### config.mk
export PLATFORM = sky130hd
export DESIGN_NAME = regfile_wr_arbiter
export DESIGN_NICKNAME = d
export VERILOG_FILES = /design/src/rtl/regfile_wr_arbiter_pkg.sv /design/src/rtl/regfile_wr_arbiter_rr.sv /design/src/rtl/regfile_wr_arbiter.sv
export SDC_FILE = /design/constraint.sdc
export NUM_CORES = 1
export LEC_CHECK = 0
export BUFFER_PORTS_ARGS = -buffer_cell sky130_fd_sc_hd__buf_2
export CORE_ASPECT_RATIO = 1.1
export CORE_UTILIZATION = 36
export DETAILED_ROUTE_END_ITERATION = 8
export PLACE_DENSITY = 0.85
export SLEW_MARGIN = 20
export SYNTH_ARGS = -nofsm -noshare
export SYNTH_HDL_FRONTEND = slang
export SYNTH_SLANG_ARGS = --single-unit
### constraint.sdc
create_clock -name clk -period 1.7 [get_ports clk]
set_clock_uncertainty 0.05 [all_clocks]
set_input_delay 0.17 -clock clk [delete_from_list [all_inputs] [get_ports clk]]
set_output_delay 0.17 -clock clk [all_outputs]
set_load 0.02 [all_outputs]
### src/rtl/regfile_wr_arbiter_pkg.sv
// Shared definitions for the register-file write-port arbiter: bus widths,
// write-enable encodings, the pipeline port index and the grant-kind enum.
package regfile_wr_arbiter_pkg;

  localparam int REG_ADDR_BUS = 5;
  localparam int REG_BUS      = 32;

  localparam logic WRITE_ENABLE  = 1'b1;
  localparam logic WRITE_DISABLE = 1'b0;
  localparam logic RST_ENABLE    = 1'b1;

  localparam logic [REG_BUS-1:0] ZERO_WORD = '0;

  // Index of the main pipeline writeback port (fixed highest priority).
  localparam int REQ_PIPE = 0;

  // Which path produced this cycle's grant.
  typedef enum logic [1:0] {
    GNT_NONE,
    GNT_PIPE,
    GNT_LOW,
    GNT_STARVE
  } gnt_kind_e;

  // Increment an index in the range 0..n-1, wrapping back to 0.
  function automatic int wrap_inc(input int idx, input int n);
    return (idx + 1 >= n) ? 0 : idx + 1;
  endfunction

endpackage

### src/rtl/regfile_wr_arbiter_rr.sv
// Rotating-priority one-hot picker for the multi-cycle writeback ports.
// Local index 0 corresponds to top-level port 1. The pointer names the
// highest-priority input and moves past the winner whenever the grant is taken.
module regfile_wr_arbiter_rr
  import regfile_wr_arbiter_pkg::*;
#(
  parameter int N = 2
) (
  input  logic         clk,
  input  logic         rst,
  input  logic [N-1:0] req,
  input  logic         advance,
  output logic [N-1:0] gnt
);

  localparam int PW = (N > 1) ? $clog2(N) : 1;

  logic [PW-1:0] ptr_q, ptr_d;
  logic [PW-1:0] win;
  logic          found;

  // Pick the first requester at or after the pointer, then wrap to the lower indices.
  always_comb begin
    gnt   = '0;
    win   = ptr_q;
    found = 1'b0;
    for (int i = 0; i < N; i++) begin
      if (!found && (i >= int'(ptr_q)) && req[i]) begin
        found  = 1'b1;
        gnt[i] = 1'b1;
        win    = PW'(i);
      end
    end
    for (int i = 0; i < N; i++) begin
      if (!found && (i < int'(ptr_q)) && req[i]) begin
        found  = 1'b1;
        gnt[i] = 1'b1;
        win    = PW'(i);
      end
    end
  end

  // Move priority to the input just after the winner, only when the grant is used.
  always_comb begin
    ptr_d = ptr_q;
    if (advance && found) begin
      ptr_d = PW'(wrap_inc(int'(win), N));
    end
  end

  // Pointer register; reset points at the first multi-cycle port.
  always_ff @(posedge clk) begin
    if (rst == RST_ENABLE) begin
      ptr_q <= '0;
    end else begin
      ptr_q <= ptr_d;
    end
  end

endmodule

### src/rtl/regfile_wr_arbiter.sv
// Register-file write-port arbiter. Port 0 (pipeline WB) wins by default;
// ports 1..NREQ-1 share the leftover cycles round-robin, and a starvation
// counter forces one low-port grant after STARVE_MAX cycles of waiting.
// The grant is registered onto we/waddr/wdata; pending low-port writes are
// compared against the decode read addresses for RAW stalls.
module regfile_wr_arbiter
  import regfile_wr_arbiter_pkg::*;
#(
  parameter int NREQ       = 3,
  parameter int STARVE_MAX = 8,
  parameter int AW         = REG_ADDR_BUS,
  parameter int DW         = REG_BUS
) (
  input  logic               clk,
  input  logic               rst,
  input  logic [NREQ-1:0]    req_valid,
  output logic [NREQ-1:0]    req_ready,
  input  logic [NREQ*AW-1:0] req_addr,
  input  logic [NREQ*DW-1:0] req_data,
  input  logic [AW-1:0]      chk_addr1,
  input  logic [AW-1:0]      chk_addr2,
  output logic               pend_hit1,
  output logic               pend_hit2,
  output logic               we_o,
  output logic [AW-1:0]      waddr_o,
  output logic [DW-1:0]      wdata_o,
  output logic               starve_o
);

  localparam int NLOW = NREQ - 1;
  localparam int CW   = $clog2(STARVE_MAX + 1);

  gnt_kind_e         kind;
  logic [NLOW-1:0]   low_valid, low_gnt;
  logic              any_low, low_take;
  logic [AW-1:0]     gnt_addr;
  logic [DW-1:0]     gnt_data;
  logic [CW-1:0]     starve_cnt_q, starve_cnt_d;
  logic              we_q, we_d;
  logic [AW-1:0]     waddr_q, waddr_d;
  logic [DW-1:0]     wdata_q, wdata_d;
  logic [NREQ-1:0]   hit1_vec, hit2_vec;

  assign low_valid = req_valid[NREQ-1:1];
  assign any_low   = |low_valid;

  regfile_wr_arbiter_rr #(.N(NLOW)) u_rr (
    .clk     (clk),
    .rst     (rst),
    .req     (low_valid),
    .advance (low_take),
    .gnt     (low_gnt)
  );

  // Decide who owns the write port this cycle; nothing transfers in reset.
  always_comb begin
    kind = GNT_NONE;
    if (rst == RST_ENABLE) begin
      kind = GNT_NONE;
    end else if ((starve_cnt_q == CW'(STARVE_MAX)) && any_low) begin
      kind = GNT_STARVE;
    end else if (req_valid[REQ_PIPE]) begin
      kind = GNT_PIPE;
    end else if (any_low) begin
      kind = GNT_LOW;
    end
    low_take  = (kind == GNT_STARVE) || (kind == GNT_LOW);
    starve_o  = (kind == GNT_STARVE);
    req_ready = {(low_take ? low_gnt : {NLOW{1'b0}}), (kind == GNT_PIPE)};
  end

  // Select the granted port's address and data (req_ready is one-hot or zero).
  always_comb begin
    gnt_addr = '0;
    gnt_data = ZERO_WORD[DW-1:0];
    for (int i = 0; i < NREQ; i++) begin
      if (req_ready[i]) begin
        gnt_addr = req_addr[i*AW +: AW];
        gnt_data = req_data[i*DW +: DW];
      end
    end
  end

  // Count cycles a low port waits; any low grant or an empty low side clears it.
  always_comb begin
    starve_cnt_d = starve_cnt_q;
    if (!any_low || low_take) begin
      starve_cnt_d = '0;
    end else if (starve_cnt_q != CW'(STARVE_MAX)) begin
      starve_cnt_d = starve_cnt_q + 1'b1;
    end
  end

  // Next regfile write: writes to r0 are issued with the enable held low.
  always_comb begin
    we_d    = WRITE_DISABLE;
    waddr_d = waddr_q;
    wdata_d = wdata_q;
    if (kind != GNT_NONE) begin
      we_d    = (gnt_addr != '0) ? WRITE_ENABLE : WRITE_DISABLE;
      waddr_d = gnt_addr;
      wdata_d = gnt_data;
    end
  end

  // State and output registers; reset cancels any in-flight write.
  always_ff @(posedge clk) begin
    if (rst == RST_ENABLE) begin
      starve_cnt_q <= '0;
      we_q         <= WRITE_DISABLE;
      waddr_q      <= '0;
      wdata_q      <= ZERO_WORD[DW-1:0];
    end else begin
      starve_cnt_q <= starve_cnt_d;
      we_q         <= we_d;
      waddr_q      <= waddr_d;
      wdata_q      <= wdata_d;
    end
  end

  assign we_o    = we_q;
  assign waddr_o = waddr_q;
  assign wdata_o = wdata_q;

  // Port 0 writes retire through the normal pipeline bypass, so only low ports count.
  assign hit1_vec[0] = 1'b0;
  assign hit2_vec[0] = 1'b0;

  generate
    for (genvar gi = 1; gi < NREQ; gi++) begin : g_haz
      logic pend;
      assign pend         = req_valid[gi] && !req_ready[gi];
      assign hit1_vec[gi] = pend && (req_addr[gi*AW +: AW] == chk_addr1);
      assign hit2_vec[gi] = pend && (req_addr[gi*AW +: AW] == chk_addr2);
    end
  endgenerate

  assign pend_hit1 = (rst != RST_ENABLE) && (chk_addr1 != '0) && (|hit1_vec);
  assign pend_hit2 = (rst != RST_ENABLE) && (chk_addr2 != '0) && (|hit2_vec);

endmodule

==> impl_metrics.xml <==
<?xml version="1.0" encoding="UTF-8"?>
<metrics>
  <group name="place">
    <metric name="portBuffers" unit="">169</metric>
    <metric name="postPlaceCellArea" unit="mm^2">0.003332</metric>
    <metric name="hpwl" unit="mm">5.632</metric>
    <metric name="gp_congestion" unit="">0.8852</metric>
  </group>
  <group name="setup_path">
    <metric name="crit_fanout" unit="">7</metric>
    <metric name="timing.critical_path.max_delay_family" unit="">buffers and inverters</metric>
    <metric name="r2r_slack" unit="ps">-290</metric>
    <metric name="slowest_delay" unit="ps">330</metric>
    <metric name="crit_path_start_kind" unit="">flop</metric>
    <metric name="path_class" unit="">reg2out</metric>
    <metric name="cpMostUsedCell" unit="">sky130_fd_sc_hd__buf_6</metric>
    <metric name="slowest_stage" unit="">sky130_fd_sc_hd__dfxtp_2</metric>
    <metric name="cp_data_arrival_time" unit="ps">1790</metric>
    <metric name="ff2ff_path_depth" unit="">9</metric>
    <metric name="critical_path.reg2reg.endpoint" unit="">wdata_o[16]$_SDFFE_PP0N_</metric>
    <metric name="r2r_start" unit="">starve_cnt_q[1]$_SDFFE_PP0P_</metric>
    <metric name="cell_chain_critical_path" unit="">inv_2 -&gt; ha_4 -&gt; nand3b_4 -&gt; buf_4 -&gt; buf_6 -&gt; o211a_4 -&gt; buf_12 -&gt; buf_6</metric>
    <metric name="crit_buf_inv" unit="">5</metric>
    <metric name="timing.critical_path.to_type" unit="">output port</metric>
    <metric name="timing.critical_path.required" unit="ps">1480</metric>
    <metric name="crit_cells" unit="">8</metric>
  </group>
  <group name="cells_and_area">
    <metric name="n_antenna_cell" unit="">0</metric>
    <metric name="multi_input_area" unit="mm^2">0.001458</metric>
    <metric name="finish.instance_area" unit="mm^2">0.003913</metric>
    <metric name="post_route_cells_drive_above_1_share" unit="">0.5372</metric>
    <metric name="nFillCells" unit="">502</metric>
    <metric name="areaGrowthSynthToFinish" unit="%">71.25</metric>
    <metric name="register_area" unit="um^2">863.3</metric>
    <metric name="fin_nets" unit="">570</metric>
  </group>
  <group name="power_and_ir_drop">
    <metric name="total_power_draw" unit="mW">2.557</metric>
    <metric name="pwr-share-comb" unit="">0.316</metric>
    <metric name="power.static_leakage" unit="nW">1.797</metric>
    <metric name="seq_power_share" unit="">0.436</metric>
    <metric name="power_report.internal_total" unit="mW">1.748</metric>
    <metric name="total_switching_power" unit="mW">0.8092</metric>
    <metric name="powerDensity" unit="mW/mm^2">653.6</metric>
    <metric name="power_frac_clock" unit="">0.248</metric>
    <metric name="sw_frac_of_total" unit="">0.3164</metric>
    <metric name="max-vdd-ir-drop" unit="V">0.0003725</metric>
  </group>
  <group name="job">
    <metric name="cap_violations" unit="">0</metric>
  </group>
  <group name="grt">
    <metric name="number_of_antenna_violations_at_the_first_check_in_global_routing" unit="">0</metric>
    <metric name="globalRouteTotalUtil" unit="">0.2454</metric>
    <metric name="grt-ovfl-total" unit="">0</metric>
    <metric name="first_global_vias" unit="">2745</metric>
    <metric name="wire_length_of_the_first_global_routing_pass" unit="mm">12.74</metric>
    <metric name="largest_net_degree_at_the_start_of_global_routing" unit="">47</metric>
  </group>
  <group name="timing">
    <metric name="tightest_slew" unit="ps">696.1</metric>
    <metric name="min_period_over_period" unit="">1.180</metric>
    <metric name="finalHoldWorstSlack" unit="ps">189.8</metric>
    <metric name="final-setup-viol-count" unit="">44</metric>
    <metric name="worst_slew_margin_rel" unit="">0.5342</metric>
    <metric name="hold_violation_count_in_the_final_report" unit="">0</metric>
    <metric name="timing_max_transition_violations_final" unit="">0</metric>
    <metric name="max_clock_freq" unit="MHz">498.5</metric>
    <metric name="final.min_clock_period" unit="ps">2006</metric>
    <metric name="fin_ws" unit="ps">-306.2</metric>
    <metric name="grt_setup_unrepaired" unit="">true</metric>
  </group>
  <group name="synthesis">
    <metric name="netlist_top_cells_count" unit="">sky130_fd_sc_hd__dfxtp_1, sky130_fd_sc_hd__nor2_1, sky130_fd_sc_hd__a211oi_1, sky130_fd_sc_hd__a222oi_1, sky130_fd_sc_hd__xor2_1</metric>
    <metric name="netlist_top_cells_area" unit="">sky130_fd_sc_hd__dfxtp_1, sky130_fd_sc_hd__a222oi_1, sky130_fd_sc_hd__a211oi_1, sky130_fd_sc_hd__xor2_1, sky130_fd_sc_hd__nor2_1</metric>
    <metric name="post-synth-top-area-fraction" unit="">0.3768</metric>
    <metric name="yosys.cell_types.count" unit="">34</metric>
    <metric name="postSynth.asyncResetShare" unit="">0</metric>
    <metric name="synth_warnings" unit="">0</metric>
    <metric name="syn-num-nets" unit="">379</metric>
    <metric name="synth.yosys.seq_area_share" unit="">0.3768</metric>
    <metric name="syn-mean-instance-area" unit="um^2">9.102</metric>
    <metric name="ys_seq_elements" unit="">43</metric>
    <metric name="synth-edff-count" unit="">0</metric>
    <metric name="synthDominantAreaCellType" unit="">sky130_fd_sc_hd__dfxtp_1</metric>
    <metric name="mappedNetlistArea" unit="mm^2">0.002285</metric>
    <metric name="postSynth.topFlopCell" unit="">sky130_fd_sc_hd__dfxtp_1</metric>
    <metric name="synthesis.instances" unit="">251</metric>
  </group>
  <group name="routing">
    <metric name="drtPass1Iterations" unit="">8</metric>
    <metric name="detail_route.wl_per_cell" unit="um">16.95</metric>
    <metric name="routed-via-count" unit="">2921</metric>
    <metric name="postRouteAntennaNets" unit="">0</metric>
    <metric name="post-route-drc-count" unit="">0</metric>
    <metric name="viasPerCell" unit="">5.585</metric>
    <metric name="drt_iter0_markers" unit="">158</metric>
    <metric name="drt_wl_total" unit="mm">8.865</metric>
  </group>
  <group name="floorplan">
    <metric name="placement_rows" unit="">30</metric>
    <metric name="die_h" unit="um">85.55</metric>
    <metric name="num_io_pins" unit="">170</metric>
    <metric name="initial_utilization" unit="">0.3711</metric>
    <metric name="fp.coreArea" unit="mm^2">0.006156</metric>
    <metric name="floorplan.die_area" unit="mm^2">0.006669</metric>
    <metric name="die_width" unit="um">77.96</metric>
  </group>
  <group name="worst_hold_path">
    <metric name="hold_path.startpoint" unit="">rst</metric>
    <metric name="timing.hold.worst.class" unit="">in2reg</metric>
    <metric name="min_path_cells" unit="">3</metric>
    <metric name="worstHoldEndpoint" unit="">waddr_o[2]$_SDFFE_PP0N_</metric>
  </group>
  <group name="cts">
    <metric name="cts-hold-fix-buffers" unit="">0</metric>
    <metric name="cts.clk_slew.worst_paths" unit="ps">80</metric>
    <metric name="cts_inserted_buffers" unit="">5</metric>
    <metric name="cts.path.max_buffers" unit="">2</metric>
    <metric name="insertion_delay" unit="ps">280</metric>
    <metric name="tritoncts" unit="">done</metric>
    <metric name="cts_root_buffer" unit="">sky130_fd_sc_hd__clkbuf_8</metric>
    <metric name="clock-sinks" unit="">43</metric>
    <metric name="clock_h_tree_levels" unit="">2</metric>
  </group>
  <group name="status">
    <metric name="run_status" unit="">finished, violations left</metric>
    <metric name="violations" unit="">negative setup slack</metric>
  </group>
</metrics>
kinds of logic after synthesis:
kind of cell,Yosys count,synth area share
flops,43,0.3768
simple gates,65,0.1298
buf+inv,30,0.06736
fa+ha+maj,2,0.01095
xor+xnor,22,0.08434
compound gates,89,0.3308
cell type report:
class	instances	share of cell area
multi-input combinational	179	0.3726
timing repair buffer	206	0.3527
sequential	43	0.2207
tap	80	0.02558
clock buffer	6	0.01855
inverter	7	0.006716
clock inverter	2	0.003198
worst max-delay path by stage:
stage                                 startpoint  slack, ps                        to
floorplan           starve_cnt_q[0]$_SDFFE_PP0P_        -50  wdata_o[21]$_SDFFE_PP0N_
global placement    starve_cnt_q[1]$_SDFFE_PP0P_        -50  wdata_o[17]$_SDFFE_PP0N_
detailed placement  starve_cnt_q[1]$_SDFFE_PP0P_       -160  wdata_o[15]$_SDFFE_PP0N_
CTS                 starve_cnt_q[1]$_SDFFE_PP0P_       -300                 pend_hit1
global route        starve_cnt_q[1]$_SDFFE_PP0P_       -400                 pend_hit1
finish              starve_cnt_q[1]$_SDFFE_PP0P_       -310              req_ready[0]
worst reg2reg max path, cell delays in order, from the launching register on:
cell	delay (ps)
sky130_fd_sc_hd__dfxtp_2	330
sky130_fd_sc_hd__inv_2	60
sky130_fd_sc_hd__ha_4	130
sky130_fd_sc_hd__nand3b_4	100
sky130_fd_sc_hd__buf_4	150
sky130_fd_sc_hd__buf_6	120
sky130_fd_sc_hd__o211a_4	320
sky130_fd_sc_hd__buf_12	170
sky130_fd_sc_hd__a222oi_1	300
sky130_fd_sc_hd__a211oi_1	150
routing by layer:
layer	vias up	track usage	part of all wire
li1	1381	-	-
met1	1362	0.2673	0.38
met2	162	0.4610	0.52
met3	16	0.04787	0.075
met4	0	0.1044	0.023
met5	-	0	0
flip-flops by register name, indices dropped and copies added, names as in the netlist:
name and cells:
starve_cnt_q 4, u_rr.ptr_q 1, waddr_o 5, wdata_o 32, we_o 1
per-stage QoR:
step	setup slack, ps	utilization	TNS, ps	std cells
floorplan	-46.48	-	-311.4	251
global placement	-49.63	0.5413	-635.6	495
detailed placement	-159.7	0.5413	-2619	495
CTS	-295.6	0.6130	-7866	518
global route	-404.8	0.6356	-12120	523
finish	-306.2	0.6356	-8417	523
repair_timing:
action | 4_1_cts | 5_1_grt
pin swaps | 28 | 19
cloned | 6 | 2
gates resized for setup | 36 | 15
setup endpoints to repair | 40 | 45
setup buffers | 9 | 4
power by group through the flow:
stage	registers (mW)	logic (mW)	clock network, mW
after floorplan	1.22	0.275	0
after global placement	1.13	0.657	0
after detailed placement	1.14	0.677	0
after CTS	1.11	0.763	0.653
after global routing	1.12	0.868	0.691
final	1.11	0.809	0.634
layout by cell type (no fill, tap or decap), types with 6 or more instances in the layout:
| cell | Yosys | final |
|---|---|---|
| sky130_fd_sc_hd__dfxtp_1 | 43 | 41 |
| sky130_fd_sc_hd__a211oi_1 | 32 | 32 |
| sky130_fd_sc_hd__nor3_1 | 7 | 6 |
| sky130_fd_sc_hd__buf_6 | 1 | 13 |
| sky130_fd_sc_hd__xor2_1 | 21 | 21 |
| sky130_fd_sc_hd__nor2_1 | 43 | 43 |
| sky130_fd_sc_hd__buf_2 | 9 | 163 |
| sky130_fd_sc_hd__a222oi_1 | 32 | 32 |
| sky130_fd_sc_hd__buf_4 | 0 | 18 |
Note: power is estimated with default switching activity, not from simulation.
